### src/rtl/dcf_display_pkg.sv
// dcf_display_pkg: scroll modes, direction and glyph codes shared by the front-panel display path
package dcf_display_pkg;
  localparam logic [1:0] MODE_STATIC = 2'b00;
  localparam logic [1:0] MODE_LEFT   = 2'b01;
  localparam logic [1:0] MODE_RIGHT  = 2'b10;
  localparam logic [1:0] MODE_BOUNCE = 2'b11;
  localparam logic [3:0] BLANK_NIBBLE = 4'hA;
  localparam logic [3:0] DASH_NIBBLE  = 4'hB;
  typedef enum logic {DIR_LEFT, DIR_RIGHT} dir_e;
endpackage

### src/rtl/nibble_window_mux.sv
// nibble_window_mux: picks WIN consecutive nibbles from the frame starting at pos, wrapping modulo DIGITS
module nibble_window_mux
  import dcf_display_pkg::*;
#(
  parameter int DIGITS = 20,
  parameter int WIN    = 4,
  parameter int IDXW   = 5
) (
  input  logic [4*DIGITS-1:0] frame,
  input  logic [IDXW-1:0]     pos,
  output logic [4*WIN-1:0]    window
);
  logic [3:0] nib [2**IDXW];
  for (genvar k = 0; k < 2**IDXW; k++) begin : g_n
    if (k < DIGITS) begin : g_v
      assign nib[k] = frame[4*(DIGITS-1-k) +: 4];
    end else begin : g_b
      assign nib[k] = BLANK_NIBBLE;
    end
  end
  for (genvar i = 0; i < WIN; i++) begin : g_w
    logic [IDXW:0]   sum;
    logic [IDXW-1:0] idx;
    assign sum = {1'b0, pos} + (IDXW+1)'(i);
    assign idx = (sum >= (IDXW+1)'(DIGITS)) ? IDXW'(sum - (IDXW+1)'(DIGITS)) : IDXW'(sum);
    assign window[4*(WIN-1-i) +: 4] = nib[idx];
  end
endmodule

### src/rtl/dcf_marquee_scroller.sv
// dcf_marquee_scroller: frame register plus scroll/bounce sequencing feeding a registered display window
module dcf_marquee_scroller
  import dcf_display_pkg::*;
#(
  parameter int DIGITS = 20,
  parameter int WIN    = 4,
  parameter int IDXW   = 5,
  parameter int PAUSE  = 3
) (
  input  logic                qzt_clk,
  input  logic                rst,
  input  logic                load,
  input  logic [4*DIGITS-1:0] frame_in,
  input  logic                step,
  input  logic [1:0]          mode,
  input  logic [IDXW-1:0]     static_pos,
  output logic [4*WIN-1:0]    display_buffer,
  output logic [IDXW-1:0]     pos,
  output logic                wrap
);
  localparam int DWW = $clog2(PAUSE + 2);
  localparam logic [IDXW-1:0] LAST = IDXW'(DIGITS - 1);
  localparam logic [IDXW-1:0] TOP  = IDXW'(DIGITS - WIN);
  localparam logic [DWW-1:0]  DWELL = DWW'(PAUSE);
  logic [4*DIGITS-1:0] frame_q, frame_d;
  logic [IDXW-1:0]     pos_q, pos_d, clamp;
  logic [DWW-1:0]      dwell_q, dwell_d;
  dir_e                dir_q, dir_d;
  logic                wrap_q, wrap_d;
  logic [4*WIN-1:0]    disp_q, win;
  assign clamp = (static_pos > LAST) ? LAST : static_pos;
  nibble_window_mux #(.DIGITS(DIGITS), .WIN(WIN), .IDXW(IDXW)) u_mux (
    .frame  (frame_q),
    .pos    (pos_q),
    .window (win)
  );
  // next frame/position/dwell/direction; load beats static tracking beats stepping
  always_comb begin
    frame_d = frame_q;
    pos_d   = pos_q;
    dwell_d = dwell_q;
    dir_d   = dir_q;
    wrap_d  = 1'b0;
    if (load) begin
      frame_d = frame_in;
      pos_d   = (mode == MODE_STATIC) ? clamp : '0;
      dwell_d = DWELL;
      dir_d   = DIR_LEFT;
    end else if (mode == MODE_STATIC) begin
      pos_d = clamp;
    end else if (step && dwell_q != '0) begin
      dwell_d = dwell_q - 1'b1;
    end else if (step) begin
      case (mode)
        MODE_LEFT: begin
          pos_d  = (pos_q == LAST) ? '0 : pos_q + 1'b1;
          wrap_d = pos_q == LAST;
        end
        MODE_RIGHT: begin
          pos_d  = (pos_q == '0) ? LAST : pos_q - 1'b1;
          wrap_d = pos_q == IDXW'(1);
        end
        default: begin
          if (pos_q > TOP) begin
            pos_d = TOP;
            dir_d = DIR_RIGHT;
          end else if (dir_q == DIR_LEFT) begin
            pos_d  = (pos_q < TOP) ? pos_q + 1'b1 : pos_q;
            dir_d  = (pos_q < TOP) ? DIR_LEFT : DIR_RIGHT;
            wrap_d = pos_q == TOP;
          end else begin
            pos_d  = (pos_q != '0) ? pos_q - 1'b1 : pos_q;
            dir_d  = (pos_q != '0) ? DIR_RIGHT : DIR_LEFT;
            wrap_d = pos_q == '0;
          end
        end
      endcase
      dwell_d = wrap_d ? DWELL : dwell_q;
    end
  end
  // state registers; the window lags frame/pos by one cycle
  always_ff @(posedge qzt_clk) begin
    if (rst) begin
      frame_q <= {DIGITS{BLANK_NIBBLE}};
      disp_q  <= {WIN{BLANK_NIBBLE}};
      pos_q   <= '0;
      dwell_q <= '0;
      dir_q   <= DIR_LEFT;
      wrap_q  <= 1'b0;
    end else begin
      frame_q <= frame_d;
      disp_q  <= win;
      pos_q   <= pos_d;
      dwell_q <= dwell_d;
      dir_q   <= dir_d;
      wrap_q  <= wrap_d;
    end
  end
  assign display_buffer = disp_q;
  assign pos            = pos_q;
  assign wrap           = wrap_q;
endmodule

### config.mk
export PLATFORM = sky130hd
export DESIGN_NAME = dcf_marquee_scroller
export DESIGN_NICKNAME = d
export VERILOG_FILES = /design/src/rtl/dcf_display_pkg.sv /design/src/rtl/nibble_window_mux.sv /design/src/rtl/dcf_marquee_scroller.sv
export SDC_FILE = /design/constraint.sdc
export NUM_CORES = 1
export LEC_CHECK = 0
export CAP_MARGIN = 20
export CORE_ASPECT_RATIO = 0.9
export CORE_MARGIN = 4
export CORE_UTILIZATION = 45
export CTS_CLUSTER_DIAMETER = 200
export DETAILED_ROUTE_END_ITERATION = 7
export GPL_ROUTABILITY_DRIVEN = 0
export PLACE_DENSITY = 0.71
export SLEW_MARGIN = 30
export SYNTH_ARGS = -nofsm -noshare
export SYNTH_HDL_FRONTEND = slang
export SYNTH_SLANG_ARGS = --single-unit
### constraint.sdc
create_clock -name qzt_clk -period 3.3 [get_ports qzt_clk]
set_input_delay 0.66 -clock qzt_clk [delete_from_list [all_inputs] [get_ports qzt_clk]]
set_output_delay 0.66 -clock qzt_clk [all_outputs]
set_load 0.005 [all_outputs]
==> impl_results.html <==
<table>
<tr><th>Metric</th><th>Value</th></tr>
<tr><th colspan="2">Run status</th></tr>
<tr><td>Result of the run</td><td>finished clean</td></tr>
<tr><th colspan="2">Global route</th></tr>
<tr><td>Wire length of the first global-routing pass</td><td>32730 µm</td></tr>
<tr><td>Number of global-route vias before repair</td><td>6143</td></tr>
<tr><td>Total global routing track utilization</td><td>22.17%</td></tr>
<tr><td>Overflow left after global routing</td><td>0</td></tr>
<tr><td>Largest net degree at the start of global routing</td><td>55</td></tr>
<tr><td>Antenna violations before repair</td><td>0</td></tr>
<tr><th colspan="2">Routing</th></tr>
<tr><td>Detail-routed net length per standard cell</td><td>20.15 µm</td></tr>
<tr><td>Final wirelength</td><td>20440 µm</td></tr>
<tr><td>Number of remaining DRC errors</td><td>0</td></tr>
<tr><td>Vias per cell</td><td>6.167</td></tr>
<tr><td>Via count of the routed design</td><td>6253</td></tr>
<tr><td>Number of optimization iterations in the first detailed-route pass</td><td>5</td></tr>
<tr><td>Detailed router's first-iteration violation count</td><td>558</td></tr>
<tr><td>ANT nets after route</td><td>0</td></tr>
<tr><th colspan="2">Worst setup path</th></tr>
<tr><td>Setup Crit Path Kind</td><td>flop to flop</td></tr>
<tr><td>CP top delay family</td><td>compound AO/OA/AOI/OAI gates</td></tr>
<tr><td>List of cells traversed by the critical path</td><td>ha_1 &gt; buf_4 &gt; xnor2_1 &gt; ha_1 &gt; a21boi_2 &gt; o31ai_1 &gt; a211oi_2 &gt; buf_4 &gt; nor2b_1 &gt; a2111oi_1 &gt; a311oi_1</td></tr>
<tr><td>Launching point of the worst reg2reg path</td><td>pos[1]$_SDFFE_PP0P_</td></tr>
<tr><td>CP arrival</td><td>3.24 ns</td></tr>
<tr><td>Capture instance of the worst register-to-register path</td><td>display_buffer[7]$_SDFF_PP1_</td></tr>
<tr><td>Type of destination of the critical path</td><td>flop</td></tr>
<tr><td>Critical path's largest stage delay</td><td>0.47 ns</td></tr>
<tr><td>Maximum fanout along the worst path</td><td>13</td></tr>
<tr><td>Required time of the critical path</td><td>3.53 ns</td></tr>
<tr><td>Register-to-Register Path Depth</td><td>11</td></tr>
<tr><td>Sum of buffers and inverters on the critical path</td><td>2</td></tr>
<tr><td>R2r setup slk</td><td>0.29 ns</td></tr>
<tr><td>Critical-path top delay cell</td><td>sky130_fd_sc_hd__a2111oi_1</td></tr>
<tr><td>Sort of element at the start of the critical path</td><td>flop</td></tr>
<tr><th colspan="2">Clocking</th></tr>
<tr><td>CTS clock-pin slew for the worst setup and hold paths</td><td>0.08 ns</td></tr>
<tr><td>Root buffer cell</td><td>sky130_fd_sc_hd__clkbuf_16</td></tr>
<tr><td>TritonCTS clock tree</td><td>yes</td></tr>
<tr><td>Number of buffers inserted by hold repair at cts</td><td>0</td></tr>
<tr><td>Source-to-sink clock delay at the later pin of the worst-skew pair</td><td>0.36 ns</td></tr>
<tr><td>Number of resized instances in the post-cts repair step</td><td>0</td></tr>
<tr><td>H-Tree Level Count</td><td>3</td></tr>
<tr><td>Buffer depth of the longest clock path</td><td>2</td></tr>
<tr><td>Clock sink total</td><td>106</td></tr>
<tr><td>Post-CTS setup buffers</td><td>0</td></tr>
<tr><td>CTS Buf Count</td><td>9</td></tr>
<tr><th colspan="2">Layout</th></tr>
<tr><td>Post-layout nets</td><td>917</td></tr>
<tr><td>Antenna diode instance count</td><td>0</td></tr>
<tr><td>Most frequent cells in the layout</td><td>sky130_fd_sc_hd__clkdlybuf4s50_1, sky130_fd_sc_hd__dfxtp_1, sky130_fd_sc_hd__mux2i_1, sky130_fd_sc_hd__mux4_2, sky130_fd_sc_hd__nor2_1</td></tr>
<tr><td>Post-Layout Cell Count</td><td>1014</td></tr>
<tr><td>Non-Filler Cell Area, Final</td><td>9125 µm²</td></tr>
<tr><td>Proportion of layout cells with a drive suffix above 1</td><td>18.09%</td></tr>
<tr><td>Signed area change from the synthesized netlist to the final layout</td><td>20.53%</td></tr>
<tr><td>Most common cell after layout, fill and taps aside</td><td>sky130_fd_sc_hd__clkdlybuf4s50_1</td></tr>
<tr><th colspan="2">Timing</th></tr>
<tr><td>Worst rel slew slack</td><td>38.87%</td></tr>
<tr><td>Final-layout worst hold slack</td><td>0.5252 ns</td></tr>
<tr><td>Minimum period implied by the final worst setup slack</td><td>3.012 ns</td></tr>
<tr><td>Fmax</td><td>332.1 MHz</td></tr>
<tr><td>Worst Skew</td><td>0.01030 ns</td></tr>
<tr><td>Post-route clock period utilization</td><td>91.26%</td></tr>
<tr><td>Setup ws final</td><td>0.2885 ns</td></tr>
<tr><td>Unrepaired setup endpoints after global routing</td><td>no</td></tr>
<tr><td>Finish-stage setup viols</td><td>0</td></tr>
<tr><td>Count of final max-slew check failures</td><td>0</td></tr>
<tr><td>Post-Route Setup TNS</td><td>0 ns</td></tr>
<tr><td>Worst-Margin Slew</td><td>0.9157 ns</td></tr>
<tr><td>Number of hold-slack violations in the final timing report</td><td>0</td></tr>
<tr><th colspan="2">Logic synthesis</th></tr>
<tr><td>Commonest register cell after synthesis</td><td>sky130_fd_sc_hd__dfxtp_1</td></tr>
<tr><td>Synth Instances</td><td>718</td></tr>
<tr><td>Proportion of register bits with asynchronous set or reset after synthesis</td><td>0%</td></tr>
<tr><td>Post-Synthesis Net Count</td><td>833</td></tr>
<tr><td>Largest area contributor in the synthesized netlist</td><td>sky130_fd_sc_hd__dfxtp_1</td></tr>
<tr><td>Number of synthesis warnings</td><td>0</td></tr>
<tr><td>Synth Register Bits</td><td>106</td></tr>
<tr><td>Number of synthesized flops with an enable pin</td><td>0</td></tr>
<tr><td>Mean Syn Cell Area</td><td>10.54 µm²</td></tr>
<tr><td>Netlist Area Pre-Place</td><td>7571 µm²</td></tr>
<tr><td>Synth area leaders</td><td>sky130_fd_sc_hd__dfxtp_1, sky130_fd_sc_hd__mux4_2, sky130_fd_sc_hd__mux2i_1</td></tr>
<tr><td>Netlist cell types</td><td>73</td></tr>
<tr><td>Sequential fraction of the synthesis area</td><td>28.03%</td></tr>
<tr><td>Area share of the largest cell type after synthesis</td><td>28.03%</td></tr>
<tr><th colspan="2">Power</th></tr>
<tr><td>P_sw</td><td>0.001099 W</td></tr>
<tr><td>Share of total power in sequential cells</td><td>40.5%</td></tr>
<tr><td>Combinational group share of total power</td><td>27.6%</td></tr>
<tr><td>Leakage power summed over all cells</td><td>3.480 nW</td></tr>
<tr><td>Share of power burned in the clock network</td><td>31.9%</td></tr>
<tr><td>Ratio of total power to cell area</td><td>397.0 nW/µm²</td></tr>
<tr><td>Int Pwr</td><td>0.002524 W</td></tr>
<tr><td>Sw Share</td><td>30.34%</td></tr>
<tr><td>Worst voltage drop across the vdd grid</td><td>312.3 µV</td></tr>
<tr><th colspan="2">Placement</th></tr>
<tr><td>DP Worst Slack</td><td>0.2068 ns</td></tr>
<tr><td>Port bufs</td><td>112</td></tr>
<tr><td>DP Wirelength</td><td>15530 µm</td></tr>
<tr><td>Instance area after placement</td><td>8807 µm²</td></tr>
<tr><td>Total placed cells including tap cells</td><td>998</td></tr>
<tr><th colspan="2">Job</th></tr>
<tr><td>Max-Cap Viols</td><td>0</td></tr>
<tr><th colspan="2">Worst hold path</th></tr>
<tr><td>Depth of the worst hold-timing path</td><td>1</td></tr>
<tr><td>Class of the tightest hold or removal check</td><td>flop to flop</td></tr>
<tr><td>Beginning of the worst hold path</td><td>dwell_q[0]$_SDFFE_PP0P_</td></tr>
<tr><td>Worst Hold Endpoint</td><td>dwell_q[0]$_SDFFE_PP0P_</td></tr>
<tr><th colspan="2">Floorplan</th></tr>
<tr><td>Total core area</td><td>16300 µm²</td></tr>
<tr><td>Overall die area</td><td>18970 µm²</td></tr>
<tr><td>Horizontal extent of the die</td><td>144.7 µm</td></tr>
<tr><td>Initial Utilization</td><td>46.46%</td></tr>
<tr><td>Standard-cell row count</td><td>44</td></tr>
<tr><td>Die height</td><td>131.1 µm</td></tr>
<tr><td>Ports placed on the boundary</td><td>113</td></tr>
</table>
## per-layer routing
| metal | share of wire [%] | GRT usage, % | vias up |
|---|---|---|---|
| li1 | - | - | 2900 |
| met1 | 43 | 29.62 | 3071 |
| met2 | 48 | 35.49 | 243 |
| met3 | 6.3 | 4.752 | 39 |
| met4 | 3.1 | 8.667 | 0 |
| met5 | 0 | 0 | - |
## through the flow
step	power (W)	util [%]
after detailed placement	0.002487	54.05
after floorplan	0.002139	-
after CTS	0.003649	55.97
final	0.003623	56.00
after global placement	0.002449	54.05
after global routing	0.003796	56.00
## layout make-up
class                           count  area, µm²
Fill cell                        1390       7171
Inverter                           18      67.56
Timing Repair Buffer              131       1281
Tap cell                          207      259.0
Clock buffer                       11      242.7
Multi-Input combinational cell    536       5076
Sequential cell                   106       2128
Clock inverter                      5      70.07
## how the worst max path moves through the flow
| stage | start | end | slack, ns | depth (start not counted) |
|---|---|---|---|---|
| final | pos[1]$_SDFFE_PP0P_ | display_buffer[7]$_SDFF_PP1_ | 0.29 | 11 |
| after global routing | pos[1]$_SDFFE_PP0P_ | display_buffer[5]$_SDFF_PP1_ | 0.06 | 11 |
| after CTS | pos[2]$_SDFFE_PP0P_ | display_buffer[11]$_SDFF_PP1_ | 0.17 | 11 |
| after detailed placement | pos[2]$_SDFFE_PP0P_ | display_buffer[11]$_SDFF_PP1_ | 0.21 | 11 |
| after global placement | pos[2]$_SDFFE_PP0P_ | display_buffer[11]$_SDFF_PP1_ | 0.34 | 12 |
| after floorplan | pos[1]$_SDFFE_PP0P_ | display_buffer[4]$_SDFF_PP0_ | 0.02 | 14 |
## cell families after synthesis
logic type,Yosys count,synth area share [%]
AND/OR/NAND/NOR,214,13.25
multiplexers,187,38.19
flip-flops,106,28.03
AO/OA/AOI/OAI,102,10.41
buffers and inverters,76,5.007
adder cells (fa/ha/maj),24,3.966
XOR/XNOR,9,1.140
## state kept, by name, indices dropped and copies added (netlist names)
signal	flops
wrap	1
frame_q	80
dwell_q	3
display_buffer	16
pos	5
dir_q	1
## cells in the mapped netlist (15+ instances only)
library cell,number
sky130_fd_sc_hd__clkbuf_1,22
sky130_fd_sc_hd__nor2_1,68
sky130_fd_sc_hd__ha_1,24
sky130_fd_sc_hd__nand2_1,67
sky130_fd_sc_hd__inv_1,17
sky130_fd_sc_hd__mux2i_1,98
sky130_fd_sc_hd__buf_2,15
sky130_fd_sc_hd__mux4_2,80
sky130_fd_sc_hd__a21oi_1,15
sky130_fd_sc_hd__dfxtp_1,106
sky130_fd_sc_hd__o21ai_0,16
## power groups by stage
| stage | clock [W] | sequential, W | combinational, W |
|---|---|---|---|
| 3_5_place_dp | 0 | 0.00150 | 0.000991 |
| 3_3_place_gp | 0 | 0.00149 | 0.000963 |
| 4_1_cts | 0.00119 | 0.00147 | 0.000997 |
| 5_1_grt | 0.00123 | 0.00148 | 0.00108 |
| 6_report | 0.00116 | 0.00147 | 0.00100 |
| 2_1_floorplan | 0 | 0.00145 | 0.000686 |
(Power assumes the default switching activity.)
